===== src/rtl/imem_program_loader.sv =====
// imem_program_loader - buffers (address, instruction) stream words and writes them into IMEM, holding the core in reset until loaded.
// Revision: 1.0
`default_nettype none

module imem_program_loader #(
  parameter int ADDR_W          = 32,
  parameter int DATA_W          = 32,
  parameter int FIFO_DEPTH      = 4,
  parameter int IMEM_WORDS      = 64,
  parameter int CORE_RST_CYCLES = 2
) (
  input  logic              clk,
  input  logic              reset,
  input  logic              s_valid,
  output logic              s_ready,
  input  logic [ADDR_W-1:0] s_addr,
  input  logic [DATA_W-1:0] s_data,
  input  logic              s_last,
  input  logic              imem_ready,
  output logic              write_en,
  output logic [ADDR_W-1:0] write_address,
  output logic [DATA_W-1:0] write_data,
  output logic              core_reset,
  output logic              done,
  output logic              error,
  output logic [15:0]       words_loaded,
  input  logic              reload
);

  localparam int PTR_W  = $clog2(FIFO_DEPTH);
  localparam int CNT_W  = PTR_W + 1;
  localparam int HOLD_W = $clog2(CORE_RST_CYCLES + 1);

  typedef enum logic [1:0] {
    IDLE = 2'd0,
    LOAD = 2'd1,
    HOLD = 2'd2,
    RUN  = 2'd3
  } state_t;

  state_t            state;
  logic [ADDR_W-1:0] fifo_addr [FIFO_DEPTH];
  logic [DATA_W-1:0] fifo_data [FIFO_DEPTH];
  logic [PTR_W-1:0]  wr_ptr;
  logic [PTR_W-1:0]  rd_ptr;
  logic [CNT_W-1:0]  count;
  logic              last_seen;
  logic [HOLD_W-1:0] hold_cnt;

  logic              fifo_full;
  logic              fifo_empty;
  logic              push;
  logic              pop;
  logic [ADDR_W-1:0] head_addr;
  logic              head_in_range;

  assign fifo_full     = (count == CNT_W'(FIFO_DEPTH));
  assign fifo_empty    = (count == '0);
  // Ready uses only registered occupancy, so a same-cycle pop never opens room for a push.
  assign s_ready       = reset && !fifo_full && !last_seen && (state == IDLE || state == LOAD);
  assign push          = s_valid && s_ready;
  assign pop           = (state == LOAD) && !fifo_empty && imem_ready;
  assign head_addr     = fifo_addr[rd_ptr];
  assign head_in_range = (head_addr < ADDR_W'(IMEM_WORDS));

  always_ff @(posedge clk) begin
    if (push) begin
      fifo_addr[wr_ptr] <= s_addr;
      fifo_data[wr_ptr] <= s_data;
    end
  end

  always_ff @(posedge clk or negedge reset) begin
    if (!reset) begin
      state         <= IDLE;
      wr_ptr        <= '0;
      rd_ptr        <= '0;
      count         <= '0;
      last_seen     <= 1'b0;
      hold_cnt      <= '0;
      write_en      <= 1'b0;
      write_address <= '0;
      write_data    <= '0;
      core_reset    <= 1'b1;
      done          <= 1'b0;
      error         <= 1'b0;
      words_loaded  <= '0;
    end else begin
      write_en <= 1'b0;

      if (push) begin
        wr_ptr <= wr_ptr + PTR_W'(1);
        if (s_last) last_seen <= 1'b1;
      end

      // Out-of-range words are still consumed so the stream keeps moving.
      if (pop) begin
        rd_ptr <= rd_ptr + PTR_W'(1);
        if (head_in_range) begin
          write_en      <= 1'b1;
          write_address <= head_addr;
          write_data    <= fifo_data[rd_ptr];
          if (words_loaded != 16'hFFFF) words_loaded <= words_loaded + 16'd1;
        end else begin
          error <= 1'b1;
        end
      end

      case ({push, pop})
        2'b10:   count <= count + CNT_W'(1);
        2'b01:   count <= count - CNT_W'(1);
        default: count <= count;
      endcase

      case (state)
        IDLE: begin
          if (push) state <= LOAD;
        end
        LOAD: begin
          if (last_seen && fifo_empty) begin
            state    <= HOLD;
            hold_cnt <= HOLD_W'(CORE_RST_CYCLES);
          end
        end
        HOLD: begin
          hold_cnt <= hold_cnt - HOLD_W'(1);
          if (hold_cnt == HOLD_W'(1)) begin
            state      <= RUN;
            core_reset <= 1'b0;
            done       <= 1'b1;
          end
        end
        RUN: begin
          if (reload) begin
            state        <= IDLE;
            core_reset   <= 1'b1;
            done         <= 1'b0;
            last_seen    <= 1'b0;
            words_loaded <= '0;
          end
        end
        default: state <= IDLE;
      endcase
    end
  end

endmodule

`default_nettype wire


===== config.mk =====
export PLATFORM = sky130hd
export DESIGN_NAME = imem_program_loader
export DESIGN_NICKNAME = d
export VERILOG_FILES = /design/src/rtl/imem_program_loader.sv
export SDC_FILE = /design/constraint.sdc
export NUM_CORES = 1
export LEC_CHECK = 0
export ABC_AREA = 1
export BUFFER_PORTS_ARGS = -buffer_cell sky130_fd_sc_hd__buf_2
export CAP_MARGIN = 20
export CORE_ASPECT_RATIO = 0.5
export CORE_MARGIN = 5
export CORE_UTILIZATION = 25
export DETAILED_ROUTE_END_ITERATION = 10
export PLACE_DENSITY = 0.44
export SYNTH_ARGS = -nofsm -noshare
export SYNTH_HDL_FRONTEND = slang
export SYNTH_SLANG_ARGS = --single-unit
export TNS_END_PERCENT = 30

===== constraint.sdc =====
create_clock -name clk -period 6.36 [get_ports clk]
set_input_delay 1.272 -clock clk [delete_from_list [all_inputs] [get_ports clk]]
set_output_delay 1.272 -clock clk [all_outputs]
set_load 0.1 [all_outputs]

==> out/metrics.csv <==
metric,value,unit
DRC viols,0,
RSZ-0062 raised after global routing,false,
vias in the first global route,9162,
met1 Usage GRT,0.137,
fin crit period,3820,ps
Placer Congestion,0.738,
Die Area,0.0612,mm^2
Core ar.,0.0555,mm^2
final setup vio count,0,
routed length per instance,16.0,um
max-cap violation count,0,
H-tree levels,2,
nets@finish,1468,
HPWL Detailed,21200,um
IO buf count,154,
share of cells above drive strength 1,0.169,
synthesized cell area,0.0140,mm^2
Worst-path clk slew,60,ps
distinct cell type count after synthesis,35,
Area contributors post-synth,"edfxtp_1 55%, dfrtp_1 17%, nand2_1 9.8%",
status,"complete, no violations",
DR vias,9102,
Routed Antenna Nets,0,
initial core utilization,0.252,
clk buf depth,3,
number of CTS-inserted buffers,38,
Clock Latency Late Sink,530,ps
Hold Crit Start,write_address[31]$_DFFE_PN0P_,
Yosys warnings,0,
clock sinks,352,
Final period util,0.601,
PD cells,383,mW/mm^2
FMAX,262,MHz
cell type with the largest total area after synthesis,edfxtp_1,
final wirelength,34800,um
slew margin rel.,0.311,
largest net degree at the start of global routing,91,
Clock Skews,23.2,ps
Rows,61,
Pleak,6.98,nW
Chip Height,177,um
Resized Gates After CTS,0,
Slew @ Worst Pin,1030,ps
sequential-to-total area share from yosys stat,0.720,
multi-input logic area,0.00344,mm^2
Fin. Hold Viols,0,
crit path max fanout,36,
critical path class,in2out,
Post-CTS Setup Inserts,0,
DRT Pass-1 Iters,5,
Critical R2R Launch,rd_ptr[1]$_DFFE_PN0P_,
Post-Place Cell Area,0.0156,mm^2
grt peak-use layer,met2,
FILL cells,5744,
Hold Path Class,reg2reg,
Setup crit start,reset,
Area Overhead vs Synth,20.2,%
fin. max-slew vios,0,
M2 GR Usage,0.208,
Ports,155,
register area,0.0101,mm^2
Async SR Flop Fraction,0.273,
drt initial violations,467,
CTS tree,yes,
final worst slack,2540,ps
Cells after Synth,1234,
CTS Hold Bufs,0,
top_reg_cell synth,edfxtp_1,
synth cell count leaders,"367 x nand2_1, 256 x edfxtp_1, 133 x nor2_1",
Die Wd,345,um
CP Data Arrival Time,2550,ps
"Design Area, Final",0.0168,mm^2
"Net Count, Synth",1316,
initial antenna violation count,4,
CP startpoint kind,input port,
Synth top area share,0.549,
syn avg cell area,11.4,um^2
top-count cell post-synth,nand2_1,
Post-synth EDFFs,256,
vias per cell,4.19,
clock root cell,clkbuf_16,
Seq cells post-synth,352,
first-pass GRT wire length,54000,um
Peak VDD IR,241,uV
Crit. End Element,primary output,
Worst EP required,5090,ps
pre-CTS worst setup slack,2130,ps
Total Routing Usage GR,0.113,
grt ovf,0,
GR Layer Usage met3,0.0210,
## sequential cells by signal, summed over array words and instances, names as in the netlist, 2 cells and up
signal,count
fifo_addr,128
write_address,32
hold_cnt,2
words_loaded,16
fifo_data,128
wr_ptr,2
count,3
write_data,32
state,2
rd_ptr,2
## metrics by stage
step	power [mW]	util	hold slack [ps]	instances	TNS, ps
CTS	6.58	0.303	463	2172	0
finish	6.44	0.303	459	2173	0
global placement	4.35	0.281	444	2102	0
global route	6.86	0.303	475	2173	0
floorplan	3.85	-	464	1234	-155650
detailed placement	4.35	0.281	447	2102	0
## routing by layer
layer	part of all wire	wire, um
met5	0.0012	41
met3	0.028	991
met4	0.015	514
met2	0.53	18300
met1	0.43	15000
## power by group
group	total, mW	switching (mW)	internal (mW)	leakage (nW)
clock	2.20	0.916	1.28	0.606
combinational	1.52	1.11	0.411	2.77
sequential	2.73	0.0958	2.64	3.61
total	6.44	2.12	4.33	6.98
## final cells by class
class / instances / share of cell area
flip-flops and latches: 352 / 0.600
multi-input cells: 759 / 0.204
clock buffers: 47 / 0.0609
well taps: 756 / 0.0562
repair buffers: 165 / 0.0508
inverters: 70 / 0.0158
clock inverters: 23 / 0.0126
diodes: 1 / 0.000149
## worst max-delay path, stage by stage
cell     delay [ps]
buf_4           380
nor4b_2         360
buf_2           510
## cells by family (layout without fill, tap and decap cells)
family	Yosys count	in the layout	share of synthesized area
AOI/OAI and AO/OA	150	150	0.0587
xor gates and xnor gates	7	7	0.00438
adders and majority gates	12	12	0.0113
buffers and inverters	123	305	0.0371
DFF	352	352	0.720
other	0	1	0
and+or+nand+nor	590	590	0.168
## final timing paths
path | slack [ps] | end | cells after the start
min | 460 | write_address[31]$_DFFE_PN0P_ | 2
max | 2540 | s_ready | 3
min in group asynchronous | 690 | write_address[16]$_DFFE_PN0P_ | 1
min reg2reg | 460 | write_address[31]$_DFFE_PN0P_ | 2
max in group asynchronous | 4390 | write_data[15]$_DFFE_PN0P_ | 2
max reg2reg | 2560 | words_loaded[3]$_DFF_PN0_ | 15
## layout by cell type, fill, tap and decap left out, types with 11 or more instances in the layout
cell type and n:
nor2_1 129, o21ai_0 88, nand2_1 367, edfxtp_1 256
o22ai_1 39, nand3_1 65, ha_1 11, dfrtp_1 93
buf_2 153, buf_4 12, inv_1 67, a21oi_1 12
clkbuf_16 39
Power figures use the tool's default switching activity.
